### config.mk
export PLATFORM = sky130hd
export DESIGN_NAME = noc_req_depacketizer
export DESIGN_NICKNAME = d
export VERILOG_FILES = /design/src/rtl/noc_axi_pkg.sv /design/src/rtl/noc_hdr_fields.sv /design/src/rtl/noc_req_depacketizer.sv
export SDC_FILE = /design/constraint.sdc
export NUM_CORES = 1
export LEC_CHECK = 0
export CAP_MARGIN = 10
export CORE_MARGIN = 5
export CORE_UTILIZATION = 38
export DETAILED_ROUTE_END_ITERATION = 16
export GPL_TIMING_DRIVEN = 0
export HOLD_SLACK_MARGIN = 0.05
export MAX_ROUTING_LAYER = met4
export PLACE_DENSITY = 0.76
export RECOVER_POWER = 25
export SYNTH_ARGS = -nofsm -noshare
export SYNTH_HDL_FRONTEND = slang
export SYNTH_SLANG_ARGS = --single-unit
### constraint.sdc
create_clock -name ACLK -period 2.05 [get_ports ACLK]
set_clock_uncertainty 0.2 [all_clocks]
set_input_delay 0.41 -clock ACLK [delete_from_list [all_inputs] [get_ports ACLK]]
set_output_delay 0.41 -clock ACLK [all_outputs]
set_load 0.02 [all_outputs]
### src/rtl/noc_axi_pkg.sv
// Shared definitions for the NoC <-> AXI master path: flit layout, message codes
// and the request depacketizer state encoding.
package noc_axi_pkg;

    localparam int NOC_FLIT_W = 34;
    localparam int ARCH_W     = 32;

    localparam logic [1:0] PRE_BODY = 2'b00;
    localparam logic [1:0] PRE_TAIL = 2'b01;
    localparam logic [1:0] PRE_HDR  = 2'b10;
    localparam logic [1:0] PRE_ONE  = 2'b11;

    localparam int HDR_OY_LSB  = 29;
    localparam int HDR_OX_LSB  = 26;
    localparam int HDR_DY_LSB  = 23;
    localparam int HDR_DX_LSB  = 20;
    localparam int HDR_MSG_LSB = 15;
    localparam int HDR_RSV_LSB = 7;

    localparam logic [4:0] MSG_AXI_RD = 5'd1;
    localparam logic [4:0] MSG_AXI_WR = 5'd2;

    typedef enum logic [2:0] {
        HDR,
        ADDR,
        LEN,
        DESC,
        DATA,
        DRAIN
    } depkt_state_t;

endpackage

### src/rtl/noc_hdr_fields.sv
// Combinational header decode: splits a flit into preamble, origin, message and
// prot bits, and flags whether it is an acceptable request header for this tile.
module noc_hdr_fields
    import noc_axi_pkg::*;
#(
    parameter int NOC_FLIT_SIZE = 34,
    parameter int ARCH_BITS     = 32,
    parameter bit CHECK_DEST    = 1'b1
) (
    input  logic [NOC_FLIT_SIZE-1:0] i_flit,
    input  logic [2:0]               i_local_y,
    input  logic [2:0]               i_local_x,
    output logic [1:0]               o_preamble,
    output logic [2:0]               o_orig_y,
    output logic [2:0]               o_orig_x,
    output logic [4:0]               o_msg,
    output logic [2:0]               o_prot,
    output logic [ARCH_BITS-1:0]     o_payload,
    output logic                     o_hdr_ok
);

    logic [2:0] w_dest_y;
    logic [2:0] w_dest_x;
    logic       w_msg_ok;
    logic       w_dest_ok;

    assign o_preamble = i_flit[NOC_FLIT_SIZE-1 -: 2];
    assign o_payload  = i_flit[ARCH_BITS-1:0];
    assign o_orig_y   = i_flit[HDR_OY_LSB +: 3];
    assign o_orig_x   = i_flit[HDR_OX_LSB +: 3];
    assign w_dest_y   = i_flit[HDR_DY_LSB +: 3];
    assign w_dest_x   = i_flit[HDR_DX_LSB +: 3];
    assign o_msg      = i_flit[HDR_MSG_LSB +: 5];
    // Only the low three reserved bits carry meaning (AXI prot).
    assign o_prot     = i_flit[HDR_RSV_LSB +: 3];

    assign w_msg_ok  = (o_msg == MSG_AXI_RD) || (o_msg == MSG_AXI_WR);
    assign w_dest_ok = !CHECK_DEST || ((w_dest_y == i_local_y) && (w_dest_x == i_local_x));
    assign o_hdr_ok  = (o_preamble == PRE_HDR) && w_msg_ok && w_dest_ok;

endmodule

### src/rtl/noc_req_depacketizer.sv
// Parses NoC request packets into one AXI request descriptor plus, for writes,
// a write-beat stream; malformed packets are drained to their tail and flagged.
module noc_req_depacketizer
    import noc_axi_pkg::*;
#(
    parameter int NOC_FLIT_SIZE = 34,
    parameter int ARCH_BITS     = 32,
    parameter bit CHECK_DEST    = 1'b1
) (
    input  logic                     ACLK,
    input  logic                     ARESET,
    input  logic [2:0]               local_y,
    input  logic [2:0]               local_x,
    input  logic [NOC_FLIT_SIZE-1:0] coherence_req_data_out,
    input  logic                     coherence_req_empty,
    output logic                     coherence_req_rdreq,
    output logic                     req_valid,
    input  logic                     req_ready,
    output logic                     req_write,
    output logic [ARCH_BITS-1:0]     req_addr,
    output logic [7:0]               req_len,
    output logic [2:0]               req_prot,
    output logic [2:0]               req_src_y,
    output logic [2:0]               req_src_x,
    output logic                     wd_valid,
    input  logic                     wd_ready,
    output logic [ARCH_BITS-1:0]     wd_data,
    output logic                     wd_last,
    output logic                     pkt_err
);

    logic [1:0]           w_pre;
    logic [2:0]           w_orig_y;
    logic [2:0]           w_orig_x;
    logic [4:0]           w_msg;
    logic [2:0]           w_prot;
    logic [ARCH_BITS-1:0] w_payload;
    logic                 w_hdr_ok;
    logic                 w_tail;

    depkt_state_t         r_state;
    depkt_state_t         w_next;
    logic                 r_req_valid;
    logic                 r_req_write;
    logic [ARCH_BITS-1:0] r_req_addr;
    logic [7:0]           r_req_len;
    logic [2:0]           r_req_prot;
    logic [2:0]           r_src_y;
    logic [2:0]           r_src_x;
    logic [7:0]           r_count;

    logic w_pop, w_err, w_wd_valid, w_wd_last;
    logic w_ld_hdr, w_ld_addr, w_ld_len, w_accept, w_dec;

    noc_hdr_fields #(
        .NOC_FLIT_SIZE (NOC_FLIT_SIZE),
        .ARCH_BITS     (ARCH_BITS),
        .CHECK_DEST    (CHECK_DEST)
    ) u_hdr_fields (
        .i_flit     (coherence_req_data_out),
        .i_local_y  (local_y),
        .i_local_x  (local_x),
        .o_preamble (w_pre),
        .o_orig_y   (w_orig_y),
        .o_orig_x   (w_orig_x),
        .o_msg      (w_msg),
        .o_prot     (w_prot),
        .o_payload  (w_payload),
        .o_hdr_ok   (w_hdr_ok)
    );

    assign w_tail = (w_pre == PRE_TAIL);

    always_comb begin
        w_next     = r_state;
        w_pop      = 1'b0;
        w_err      = 1'b0;
        w_wd_valid = 1'b0;
        w_wd_last  = 1'b0;
        w_ld_hdr   = 1'b0;
        w_ld_addr  = 1'b0;
        w_ld_len   = 1'b0;
        w_accept   = 1'b0;
        w_dec      = 1'b0;
        case (r_state)
            HDR: if (!coherence_req_empty) begin
                w_pop = 1'b1;
                if (w_hdr_ok) begin
                    w_ld_hdr = 1'b1;
                    w_next   = ADDR;
                end else begin
                    // A one-flit packet is already complete; nothing to drain.
                    w_err  = 1'b1;
                    w_next = (w_pre == PRE_ONE) ? HDR : DRAIN;
                end
            end
            ADDR: if (!coherence_req_empty) begin
                w_pop = 1'b1;
                if (w_pre == PRE_BODY) begin
                    w_ld_addr = 1'b1;
                    w_next    = LEN;
                end else begin
                    w_err  = 1'b1;
                    w_next = w_tail ? HDR : DRAIN;
                end
            end
            LEN: if (!coherence_req_empty) begin
                w_pop = 1'b1;
                if (w_pre == (r_req_write ? PRE_BODY : PRE_TAIL)) begin
                    w_ld_len = 1'b1;
                    w_next   = DESC;
                end else begin
                    w_err  = 1'b1;
                    w_next = w_tail ? HDR : DRAIN;
                end
            end
            DESC: if (r_req_valid && req_ready) begin
                w_accept = 1'b1;
                w_next   = r_req_write ? DATA : HDR;
            end
            DATA: begin
                w_wd_valid = !coherence_req_empty;
                w_wd_last  = (r_count == 8'd0) || w_tail;
                if (w_wd_valid && wd_ready) begin
                    w_pop = 1'b1;
                    w_dec = (r_count != 8'd0);
                    if (w_tail) begin
                        w_err  = (r_count != 8'd0);
                        w_next = HDR;
                    end else if ((r_count == 8'd0) || w_pre[1]) begin
                        w_err  = 1'b1;
                        w_next = DRAIN;
                    end
                end
            end
            DRAIN: if (!coherence_req_empty) begin
                w_pop = 1'b1;
                if (w_tail) w_next = HDR;
            end
            default: w_next = HDR;
        endcase
    end

    always_ff @(posedge ACLK) begin
        if (ARESET) begin
            r_state     <= HDR;
            r_req_valid <= 1'b0;
            r_req_write <= 1'b0;
            r_req_addr  <= '0;
            r_req_len   <= '0;
            r_req_prot  <= '0;
            r_src_y     <= '0;
            r_src_x     <= '0;
            r_count     <= '0;
        end else begin
            r_state <= w_next;
            if (w_ld_hdr) begin
                r_req_write <= (w_msg == MSG_AXI_WR);
                r_req_prot  <= w_prot;
                r_src_y     <= w_orig_y;
                r_src_x     <= w_orig_x;
            end
            if (w_ld_addr) r_req_addr <= w_payload;
            if (w_ld_len) begin
                r_req_len   <= w_payload[7:0];
                r_count     <= w_payload[7:0];
                r_req_valid <= 1'b1;
            end
            if (w_accept) r_req_valid <= 1'b0;
            if (w_dec)    r_count     <= r_count - 8'd1;
        end
    end

    assign coherence_req_rdreq = w_pop && !ARESET;
    assign pkt_err             = w_err && !ARESET;
    assign wd_valid            = w_wd_valid && !ARESET;
    assign wd_last             = w_wd_last && !ARESET;
    assign wd_data             = w_payload;
    assign req_valid           = r_req_valid;
    assign req_write           = r_req_write;
    assign req_addr            = r_req_addr;
    assign req_len             = r_req_len;
    assign req_prot            = r_req_prot;
    assign req_src_y           = r_src_y;
    assign req_src_x           = r_src_x;

endmodule

==> out/qor.tcl, run 1 <==
set qor(run_status) {finished with violations}
set qor(violations) {setup timing}
set qor(detailedRoute.firstPassIterationCount) 4
set qor(crit_arrival_ns) 1.81
set qor(library_cell_occupying_the_most_area_in_the_post_synthesis_netlist) {dfxtp_1}
set qor(synth_edf_count) 0
set qor(synthMostInstantiatedCell) {nand2_1}
set qor(initial_antenna_violation_count) 0
set qor(crit_path_cell_trace) {or4b_4 -> nor2_4 -> o21ai_2 -> a211oi_2 -> buf_4}
set qor(critPathRequiredTime_ns) 1.44
set qor(ctsLongestPathBuffers) 2
set qor(syn_nets) 436
set qor(ios) 132
set qor(crit_type) {flop to primary output}
set qor(clock_tree.htree_level_count) 3
set qor(synth.distinct_cells) 51
set qor(num_rows) 32
set qor(r2r_slack_ns) -0.01
set qor(static-leakage-power_nw) 2.047
set qor(slew_viol_final) 0
set qor(die_w_um) 99.49
set qor(instances_no_fill) 656
set qor(starting_density_of_the_core_pct) 39.18
set qor(synth_common_cells) {94 x nand2_1, 62 x dfxtp_1, 51 x a21oi_1}
set qor(powerDensity_mw_per_mm2) 641.5
set qor(yosys_warning_total) 0
set qor(clock_tree_from_tritoncts) {yes}
set qor(vdd_drop_max_uv) 394.1
set qor(post_synth_inst_count) 389
set qor(timing.critical_path.to_type) {primary output}
set qor(area.growth.synth_to_final_pct) 65.42
set qor(cts_stage_hold_buffer_count) 0
set qor(proportion_of_synthesized_chip_area_in_sequential_cells_pct) 40.79
set qor(max_clock_freq_mhz) 414.0
set qor(wl_per_cell_um) 15.03
set qor(relSlewSlack_pct) 65.00
set qor(postSynthAreaPerCell_um2) 7.822
set qor(ys_dominant_reg_cell) {dfxtp_1}
set qor(detailroute.via_count) 3297
set qor(grt_pass1_wl_um) 15300
set qor(insertedDiodeCount) 0
set qor(pre_cts_ws_ns) -1.328
set qor(number_of_design_rule_violations_left_by_the_first_detailed_router_iteration) 245
set qor(hold_path_class) {input port to flop}
set qor(gp_routability_congestion) 0.9387
set qor(critical_path.slowest_cell) {or4b_4}
set qor(place_hpwl_um) 7111
set qor(drc_errors) 0
set qor(synth_async_sr_flop_share_pct) 0
set qor(postSynthRegisterBits) 62
set qor(power_mw) 3.229
set qor(worst_setup_hold_path_clk_slew_ns) 0.07
set qor(finalNetCount) 596
set qor(synth_largest_type_area_fraction_pct) 40.79
set qor(clk-insertion-delay-late_ns) 0.33
set qor(grt_setup_unrepaired) {yes}
set qor(grt_pass1_vias) 3183
set qor(tightestPinTransition_ns) 0.5250
set qor(fin_crit_sh_pct) 117.8
set qor(timing.final.ws_setup_ns) -0.3654
set qor(clock_tree.root_cell) {clkbuf_8}
set qor(grt_overflow_total) 0
set qor(post-place-cells) 621
set qor(synth.top_cells.by_area) {dfxtp_1 41%, nand2_1 12%, a21oi_1 8.4%}
set qor(grtUsageTotal_pct) 19.60
set qor(worst-path-max-fanout) 7
set qor(final-setup-viol-count) 4
set qor(timing.max_cap.violations) 0
set qor(die-area_mm2) 0.009897
set qor(clock_sink_count) 62
set qor(final_hold_viol_count) 0
set qor(tritoncts.num_buffers) 9
set qor(grt_start_max_net_pins) 13
set qor(peak_per_stage_delay_on_the_critical_path_ns) 0.56
set qor(final.min_clock_period_ns) 2.415
set qor(final_util_pct) 64.80
set qor(number_of_port_buffers) 130
set qor(syn_area_mm2) 0.003043
set qor(antenna_violating_nets_post_route) 0
set qor(finalWirelength_um) 9860
set qor(layout-drive-gt1-share_pct) 23.47
set qor(filler_cell_count) 676
set qor(post_drt_via_cell_ratio) 5.026
set qor(critPathLaunchType) {flop}
set qor(fp.dieH_um) 99.49
set qor(placeableCoreArea_mm2) 0.007767
==> logic make-up after synthesis <==
logic type	synth area share (%)
AO/OA/AOI/OAI	17.60
XOR/XNOR	2.591
adder cells (fa/ha/maj)	0.8222
buffers and inverters	12.29
flip-flops	40.79
multiplexers	2.961
AND/OR/NAND/NOR	22.94
==> registers in the layout, summed over array words and instances, names as in the netlist <==
name / count
req_addr: 32
r_count: 8
req_src_x: 3
req_prot: 3
req_write: 1
req_len: 8
req_src_y: 3
r_state: 3
req_valid: 1
==> through the flow <==
step                      hold slack, ns  TNS (ns)  area [um^2]
final                             0.1721   -0.7027         5034
after global placement            0.2410    -41.41         4493
after global routing              0.1908    -1.340         5034
after CTS                         0.2181   -0.7009         4912
after floorplan                   0.2450   -0.2387         3064
after detailed placement          0.2462    -41.49         4493
==> critical path, delay by kind of cell, from the launching register on <==
kind,cells,cell delay [ns]
buffers and inverters,1,0.17
AND/OR/NAND/NOR,2,0.69
AO/OA/AOI/OAI,2,0.25
flip-flops,1,0.37
==> power breakdown <==
part / total [mW] / internal, mW / switching [mW]
logic: 0.899 / 0.422 / 0.476
clock network: 1.05 / 0.562 / 0.488
registers: 1.28 / 1.25 / 0.0316
==> final timing paths <==
kind                         startpoint                        end  cells past startpoint
max             r_state[0]$_SDFFE_PP0P_                    pkt_err                      5
min          coherence_req_data_out[23]  req_addr[23]$_SDFFE_PP0P_                      3
max reg2reg     r_state[0]$_SDFFE_PP0P_    r_count[3]$_SDFFE_PP0P_                      6
min reg2reg    req_addr[9]$_SDFFE_PP0P_   req_addr[9]$_SDFFE_PP0P_                      2
==> repair_timing <==
action | 4_1_cts | 5_1_grt
buffers inserted | 12 | 8
pin swaps | 13 | 15
cloned | 0 | 0
resized for setup | 114 | 48
endpoints found under the setup margin | 96 | 44
==> per-layer routing <==
| metal | track usage (%) | vias up | part of all wire [%] |
|---|---|---|---|
| li1 | - | 1616 | - |
| met1 | 22.50 | 1559 | 41 |
| met2 | 34.19 | 115 | 52 |
| met3 | 5.049 | 7 | 6.1 |
| met4 | 4.622 | 0 | 0.79 |
| met5 | - | - | 0 |
==> final cells by class <==
cell class | count | area, um^2 | share of cell area [%]
multi-input combinational | 262 | 1628 | 32.34
inverter | 7 | 26.28 | 0.5220
buffer | 57 | 410.4 | 8.153
clock inverter | 7 | 72.57 | 1.442
timing repair buffer | 150 | 1396 | 27.74
tap | 102 | 127.6 | 2.535
sequential | 62 | 1249 | 24.81
clock buffer | 9 | 123.9 | 2.461
==> cell usage in the layout (no fill, tap or decap), types with 4 or more instances in the layout <==
cell	netlist	final
mux2i_1	9	9
buf_4	32	54
a21oi_1	51	50
clkbuf_1	22	12
clkdlybuf4s50_1	0	64
dlygate4sd2_1	0	28
clkdlybuf4s15_1	0	5
dlygate4sd3_1	0	19
a31oi_1	6	6
xor2_2	0	4
inv_1	7	5
nand3_1	8	7
buf_6	1	4
clkbuf_8	0	11
nor2_1	20	19
nand2_1	94	93
clkbuf_2	0	6
dfxtp_1	62	58
(Power assumes the default switching activity.)
==> run 2, diff against run 1 <==
- ABC_CLOCK_PERIOD_IN_PS: not set -> 2050
==> results of run 2 <==
Same layout as run 1: the final DEF is identical, and so are final timing and power.
